### config.mk
export PLATFORM = sky130hd
export DESIGN_NAME = ptr_sync_gray
export DESIGN_NICKNAME = d
export VERILOG_FILES = /design/src/rtl/fifo_sync_pkg.sv /design/src/rtl/ptr_sync_gray_sync_chain.sv /design/src/rtl/ptr_sync_gray.sv
export SDC_FILE = /design/constraint.sdc
export NUM_CORES = 1
export LEC_CHECK = 0
export CORE_ASPECT_RATIO = 0.6
export CORE_UTILIZATION = 44
export CTS_CLUSTER_DIAMETER = 100
export DETAILED_ROUTE_END_ITERATION = 8
export PLACE_DENSITY = 0.85
export REMOVE_ABC_BUFFERS = 1
export SLEW_MARGIN = 20
export SYNTH_ARGS = -nofsm -noshare
export SYNTH_HDL_FRONTEND = slang
export SYNTH_SLANG_ARGS = --single-unit
### constraint.sdc
create_clock -name wclk -period 2.9 [get_ports wclk]
set_input_delay 0.58 -clock wclk [delete_from_list [all_inputs] [get_ports wclk]]
set_output_delay 0.58 -clock wclk [all_outputs]
set_load 0.01 [all_outputs]
### src/rtl/fifo_sync_pkg.sv
// Shared types and Gray/binary helpers for the async FIFO pointer synchronisers.
package fifo_sync_pkg;

    localparam int SYNC_STAGES_MAX = 4;
    localparam int PTR_W_MAX       = 32;

    typedef enum logic {
        FILL  = 1'b0,
        TRACK = 1'b1
    } sync_state_e;

    // Max-width helpers; zero-extended narrower codes decode correctly.
    function automatic logic [PTR_W_MAX-1:0] gray2bin(
        input logic [PTR_W_MAX-1:0] g
    );
        logic [PTR_W_MAX-1:0] b;
        b[PTR_W_MAX-1] = g[PTR_W_MAX-1];
        for (int i = PTR_W_MAX - 2; i >= 0; i--) begin
            b[i] = b[i+1] ^ g[i];
        end
        return b;
    endfunction

    function automatic logic [PTR_W_MAX-1:0] bin2gray(
        input logic [PTR_W_MAX-1:0] b
    );
        return b ^ (b >> 1);
    endfunction

endpackage

### src/rtl/ptr_sync_gray_sync_chain.sv
// Plain N-flop synchroniser chain with asynchronous active-low reset.
module sync_chain #(
    parameter int WIDTH  = 1,
    parameter int STAGES = 2
) (
    input  logic             clk,
    input  logic             rst_n,
    input  logic [WIDTH-1:0] d,
    output logic [WIDTH-1:0] q
);

    logic [WIDTH-1:0] sync_q [STAGES];

    always_ff @(posedge clk or negedge rst_n) begin
        if (!rst_n) begin
            for (int i = 0; i < STAGES; i++) begin
                sync_q[i] <= '0;
            end
        end else begin
            sync_q[0] <= d;
            for (int i = 1; i < STAGES; i++) begin
                sync_q[i] <= sync_q[i-1];
            end
        end
    end

    assign q = sync_q[STAGES-1];

endmodule

### src/rtl/ptr_sync_gray.sv
// Gray pointer synchroniser: sync chain, binary decode, advance/update/error.
module ptr_sync_gray
    import fifo_sync_pkg::*;
#(
    parameter int Addr_Width = 9,
    parameter int STAGES     = 2
) (
    input  logic                wclk,
    input  logic                wrst,
    input  logic [Addr_Width:0] ptr_gray,
    input  logic                err_clr,
    output logic [Addr_Width:0] ptr_s,
    output logic [Addr_Width:0] ptr_bin,
    output logic [Addr_Width:0] ptr_delta,
    output logic                ptr_upd,
    output logic                ptr_err
);

    localparam int PW = Addr_Width + 1;
    localparam logic [PW-1:0] DEPTH = {1'b1, {Addr_Width{1'b0}}};
    localparam logic [2:0] FILL_LAST = 3'(STAGES);

    if (STAGES < 2 || STAGES > SYNC_STAGES_MAX) begin : g_bad_stages
        $error("ptr_sync_gray: STAGES must be 2..4");
    end
    if (PW > PTR_W_MAX) begin : g_bad_width
        $error("ptr_sync_gray: pointer too wide");
    end

    sync_state_e   state_q, state_d;
    logic [2:0]    cnt_q, cnt_d;
    logic [PW-1:0] bin_q, bin_d;
    logic [PW-1:0] delta_q, delta_d;
    logic          upd_q, upd_d;
    logic          err_q, err_d;

    sync_chain #(
        .WIDTH (PW),
        .STAGES(STAGES)
    ) u_chain (
        .clk  (wclk),
        .rst_n(wrst),
        .d    (ptr_gray),
        .q    (ptr_s)
    );

    assign bin_d = PW'(gray2bin(PTR_W_MAX'(ptr_s)));

    always_comb begin
        state_d = state_q;
        cnt_d   = cnt_q;
        delta_d = '0;
        upd_d   = 1'b0;
        err_d   = err_q;
        if (err_clr) begin
            err_d = 1'b0;
        end
        unique case (state_q)
            FILL: begin
                // Chain still carries reset zeros; no advance reporting yet.
                if (cnt_q == FILL_LAST) begin
                    state_d = TRACK;
                end else begin
                    cnt_d = cnt_q + 3'd1;
                end
            end
            TRACK: begin
                delta_d = bin_d - bin_q;
                upd_d   = (bin_d != bin_q);
                if (delta_q > DEPTH) begin
                    err_d = 1'b1;
                end
            end
        endcase
    end

    always_ff @(posedge wclk or negedge wrst) begin
        if (!wrst) begin
            state_q <= FILL;
            cnt_q   <= '0;
            bin_q   <= '0;
            delta_q <= '0;
            upd_q   <= 1'b0;
            err_q   <= 1'b0;
        end else begin
            state_q <= state_d;
            cnt_q   <= cnt_d;
            bin_q   <= bin_d;
            delta_q <= delta_d;
            upd_q   <= upd_d;
            err_q   <= err_d;
        end
    end

    assign ptr_bin   = bin_q;
    assign ptr_delta = delta_q;
    assign ptr_upd   = upd_q;
    assign ptr_err   = err_q;

endmodule

==> results of run 1 <==
## logic make-up (layout without fill, tap and decap cells)
group	Yosys count	after routing
DFF	46	46
and+or+nand+nor	30	30
buffers and inverters	30	92
AOI/OAI and AO/OA	22	22
xor gates and xnor gates	20	20
adders and majority gates	12	12
## power breakdown
group | total [mW] | internal [mW] | switching, mW
registers | 0.842 | 0.776 | 0.0661
clock network | 0.370 | 0.170 | 0.200
logic | 1.27 | 0.702 | 0.569
## cells in the mapped netlist
cell | number | area [µm²]
a21boi_0 | 1 | 7.51
o21ai_0 | 4 | 20.0
a21o_1 | 4 | 30.0
dfrtp_1 | 46 | 1150
fa_1 | 1 | 20.0
inv_1 | 19 | 71.3
xor2_2 | 1 | 16.3
clkinv_1 | 1 | 3.75
nor2b_1 | 1 | 6.26
xor2_1 | 6 | 52.6
o31ai_1 | 1 | 7.51
o2111ai_1 | 1 | 8.76
a31oi_1 | 1 | 6.26
o21bai_1 | 1 | 7.51
nor4_1 | 2 | 12.5
nor3_1 | 4 | 20.0
nor3b_1 | 1 | 7.51
ha_1 | 11 | 138
xnor2_2 | 3 | 48.8
nor2_1 | 10 | 37.5
buf_4 | 10 | 75.1
xnor2_1 | 10 | 87.6
nand3_1 | 6 | 30.0
nand2_1 | 4 | 15.0
o22ai_1 | 1 | 6.26
a21oi_1 | 6 | 30.0
o21a_1 | 2 | 15.0
and2_1 | 1 | 6.26
nand4_1 | 1 | 6.26
## layout by cell type (no fill, tap or decap), types with 2 or more instances in the layout
master / Yosys / layout
dfrtp_1: 46 / 46
clkdlybuf4s50_1: 0 / 43
inv_1: 19 / 18
buf_4: 10 / 16
nor2_1: 10 / 10
ha_1: 11 / 9
xnor2_2: 3 / 6
xnor2_1: 10 / 6
nand3_1: 6 / 6
xor2_1: 6 / 5
clkbuf_8: 0 / 5
a21o_1: 4 / 4
a21oi_1: 6 / 4
nor3_1: 4 / 4
nand2_1: 4 / 4
o21ai_0: 4 / 3
buf_6: 0 / 3
xor2_2: 1 / 2
a21oi_2: 0 / 2
o21a_1: 2 / 2
nor4_1: 2 / 2
## metal layers
layer  GRT usage (%)  wire length, µm  vias to the layer above
met3            6.71              276                        0
met4            4.10                0                        0
li1                -                -                      642
met1            20.6             1540                      608
met2            25.5             1510                       49
met5               0                0                        -
## registers in the layout, indices dropped and copies added (netlist names)
register	count
u_chain.sync_q	10
u_chain.q	10
ptr_bin	10
cnt_q	3
ptr_delta	10
ptr_upd	1
ptr_err	1
state_q	1
## area by class of cell
cell class / count / area [µm²] / share of cell area, %
clock buffers: 6 / 72.6 / 2.65
clock inverters: 2 / 13.8 / 0.503
inverters: 20 / 75.1 / 2.74
multi-input cells: 84 / 734 / 26.8
flip-flops and latches: 46 / 1150 / 42.0
well taps: 60 / 75.1 / 2.74
repair buffers: 64 / 617 / 22.5
## timing repair
item | 4_1_cts | 5_1_grt
pin swaps | 12 | 16
gates resized for setup | 9 | 12
buffers inserted | 4 | 3
endpoints found under the setup margin | 6 | 7
## per-stage QoR
stage	cell area [µm²]	utilization (%)	hold slack, ns	power [mW]	std cells
2_1_floorplan	1870	-	0.284	1.43	150
3_3_place_gp	2470	59.3	0.331	1.86	266
3_5_place_dp	2470	59.3	0.335	1.89	266
4_1_cts	2620	62.9	0.354	2.36	278
5_1_grt	2740	65.7	0.282	2.66	282
6_report	2740	65.7	0.266	2.48	282
## worst paths after layout
| path | from | end | slack, ns | cells after the start |
|---|---|---|---|---|
| max | u_chain.q[6]$_DFF_PN0_ | ptr_delta[6]$_DFF_PN0_ | 0.02 | 14 |
| min | wrst | u_chain.sync_q[12]$_DFF_PN0_ | 0.27 | 1 |
| max reg2reg | u_chain.q[6]$_DFF_PN0_ | ptr_delta[6]$_DFF_PN0_ | 0.02 | 14 |
| min reg2reg | u_chain.sync_q[13]$_DFF_PN0_ | u_chain.q[3]$_DFF_PN0_ | 0.35 | 0 |
| max in group asynchronous | wrst | ptr_delta[7]$_DFF_PN0_ | 2.13 | 2 |
| min in group wclk | u_chain.sync_q[13]$_DFF_PN0_ | u_chain.q[3]$_DFF_PN0_ | 0.35 | 0 |
==> flow_summary.json, run 1 <==
{
  "worst_slew_margin_rel_pct": 63.9,
  "crit_fanout": 3,
  "drc": 0,
  "synthSimpleGateAreaFrac_pct": 7.27,
  "grt_setup_unrepaired": "true",
  "cts_tree": "built",
  "grt_pass1_vias": 1208,
  "drive_above_1_share_pct": 21.2,
  "ys_types": 29,
  "slew_viol_final": 0,
  "portBuffers": 44,
  "cts_sinks": 46,
  "crit_buf_inv": 1,
  "ir_drop_v": 0.000401,
  "netlist_area_mm2": 0.00194,
  "grt_overflow_total": 0,
  "hold_path_class": "primary input to async pin",
  "grt_usage_pct": 16.1,
  "final_nets": 246,
  "nFillCells": 317,
  "arrival_ns": 3.05,
  "cp.required_ns": 3.07,
  "die-width_um": 87.8,
  "core_mm2": 0.00417,
  "yosysWarnings": 0,
  "die_h_um": 53.5,
  "synthAdderAreaFrac_pct": 8.11,
  "cpMaxStageDelayCell": "dfrtp_1",
  "row_count": 18,
  "cp_common_cell": "xnor2_2",
  "outcome": "finished clean",
  "via_per_inst": 4.61,
  "worstMarginPinSlew_ns": 0.541,
  "fin_skew_ns": 0.00480,
  "clockBufferDepth": 2,
  "dp_slack_ns": -0.214,
  "p_per_area_mw_per_mm2": 906,
  "wl_per_cell_um": 11.8,
  "synth_top_family_by_area": "XOR/XNOR gates",
  "grt_max_degree": 47,
  "layout_setup_ws_ns": 0.0151,
  "critPathLaunchType": "flip-flop",
  "wl_um": 3330,
  "worstSkewPairLatency_ns": 0.29,
  "postSynthRegisterBits": 46,
  "ctsHoldBuffers": 0,
  "pin_count": 45,
  "antenna_cells": 0,
  "place.gp.congestion": 0.873,
  "design.die.area_mm2": 0.00470,
  "synth-xor-area-share_pct": 10.6,
  "drt_iter0_drc": 45,
  "syn_area_per_cell_um2": 12.2,
  "grt_antenna_before_repair": 0,
  "start_util_pct": 46.7,
  "vias": 1299,
  "finalCritPeriodShare_pct": 99.5,
  "cts.clk_slew.worst_paths_ns": 0.08,
  "drv_cap": 0,
  "cellLeakagePower_nw": 1.24,
  "yosysSeqAreaShare_pct": 59.2,
  "grt_pass1_wl_um": 5370,
  "first_pass_iters": 4,
  "muxShareOfSynthArea_pct": 0,
  "htreeDepth": 2,
  "synthCells": 160,
  "cp-end-kind": "flip-flop",
  "fin_setup_tns_ns": 0,
  "crit_chain": "xor2_2, xor2_1, xnor2_2, xnor2_2, xnor2_2, ha_2, inv_2, fa_2, a21o_1, a21oi_2, o21bai_1, a21oi_1, xor2_1, nor2_1",
  "crit_family": "XOR/XNOR gates",
  "antenna_left": 0,
  "numCtsBuffers": 5,
  "max_freq_mhz": 347,
  "final_hold_viol_count": 0,
  "cts-root-buf": "clkbuf_8",
  "synth_compound_area_share_pct": 7.14,
  "area_growth_syn_to_layout_pct": 40.9,
  "path_class": "flip-flop to flip-flop",
  "max_stage_delay_ns": 0.42,
  "fin_crit_ns": 2.88,
  "dp_hpwl_um": 2460,
  "setup_violations": 0
}
No activity file was read; power rests on OpenSTA's default activity.
==> inputs of run 2 (changes only) <==
--- a/config.mk
+++ b/config.mk
@@ -9,6 +9,7 @@
 export CORE_UTILIZATION = 44
 export CTS_CLUSTER_DIAMETER = 100
 export DETAILED_ROUTE_END_ITERATION = 8
+export HOLD_SLACK_MARGIN = 0.02
 export PLACE_DENSITY = 0.85
 export REMOVE_ABC_BUFFERS = 1
 export SLEW_MARGIN = 20
==> results of run 2 <==
Same layout as run 1: the final DEF is identical, and so are final timing and power.
==> inputs of run 3 (changes only) <==
--- a/config.mk
+++ b/config.mk
@@ -7,7 +7,6 @@
 export LEC_CHECK = 0
 export CORE_ASPECT_RATIO = 0.6
 export CORE_UTILIZATION = 44
-export CTS_CLUSTER_DIAMETER = 100
 export DETAILED_ROUTE_END_ITERATION = 8
 export HOLD_SLACK_MARGIN = 0.02
 export PLACE_DENSITY = 0.85
==> results of run 3 <==
Same layout as run 1: the final DEF is identical, and so are final timing and power.
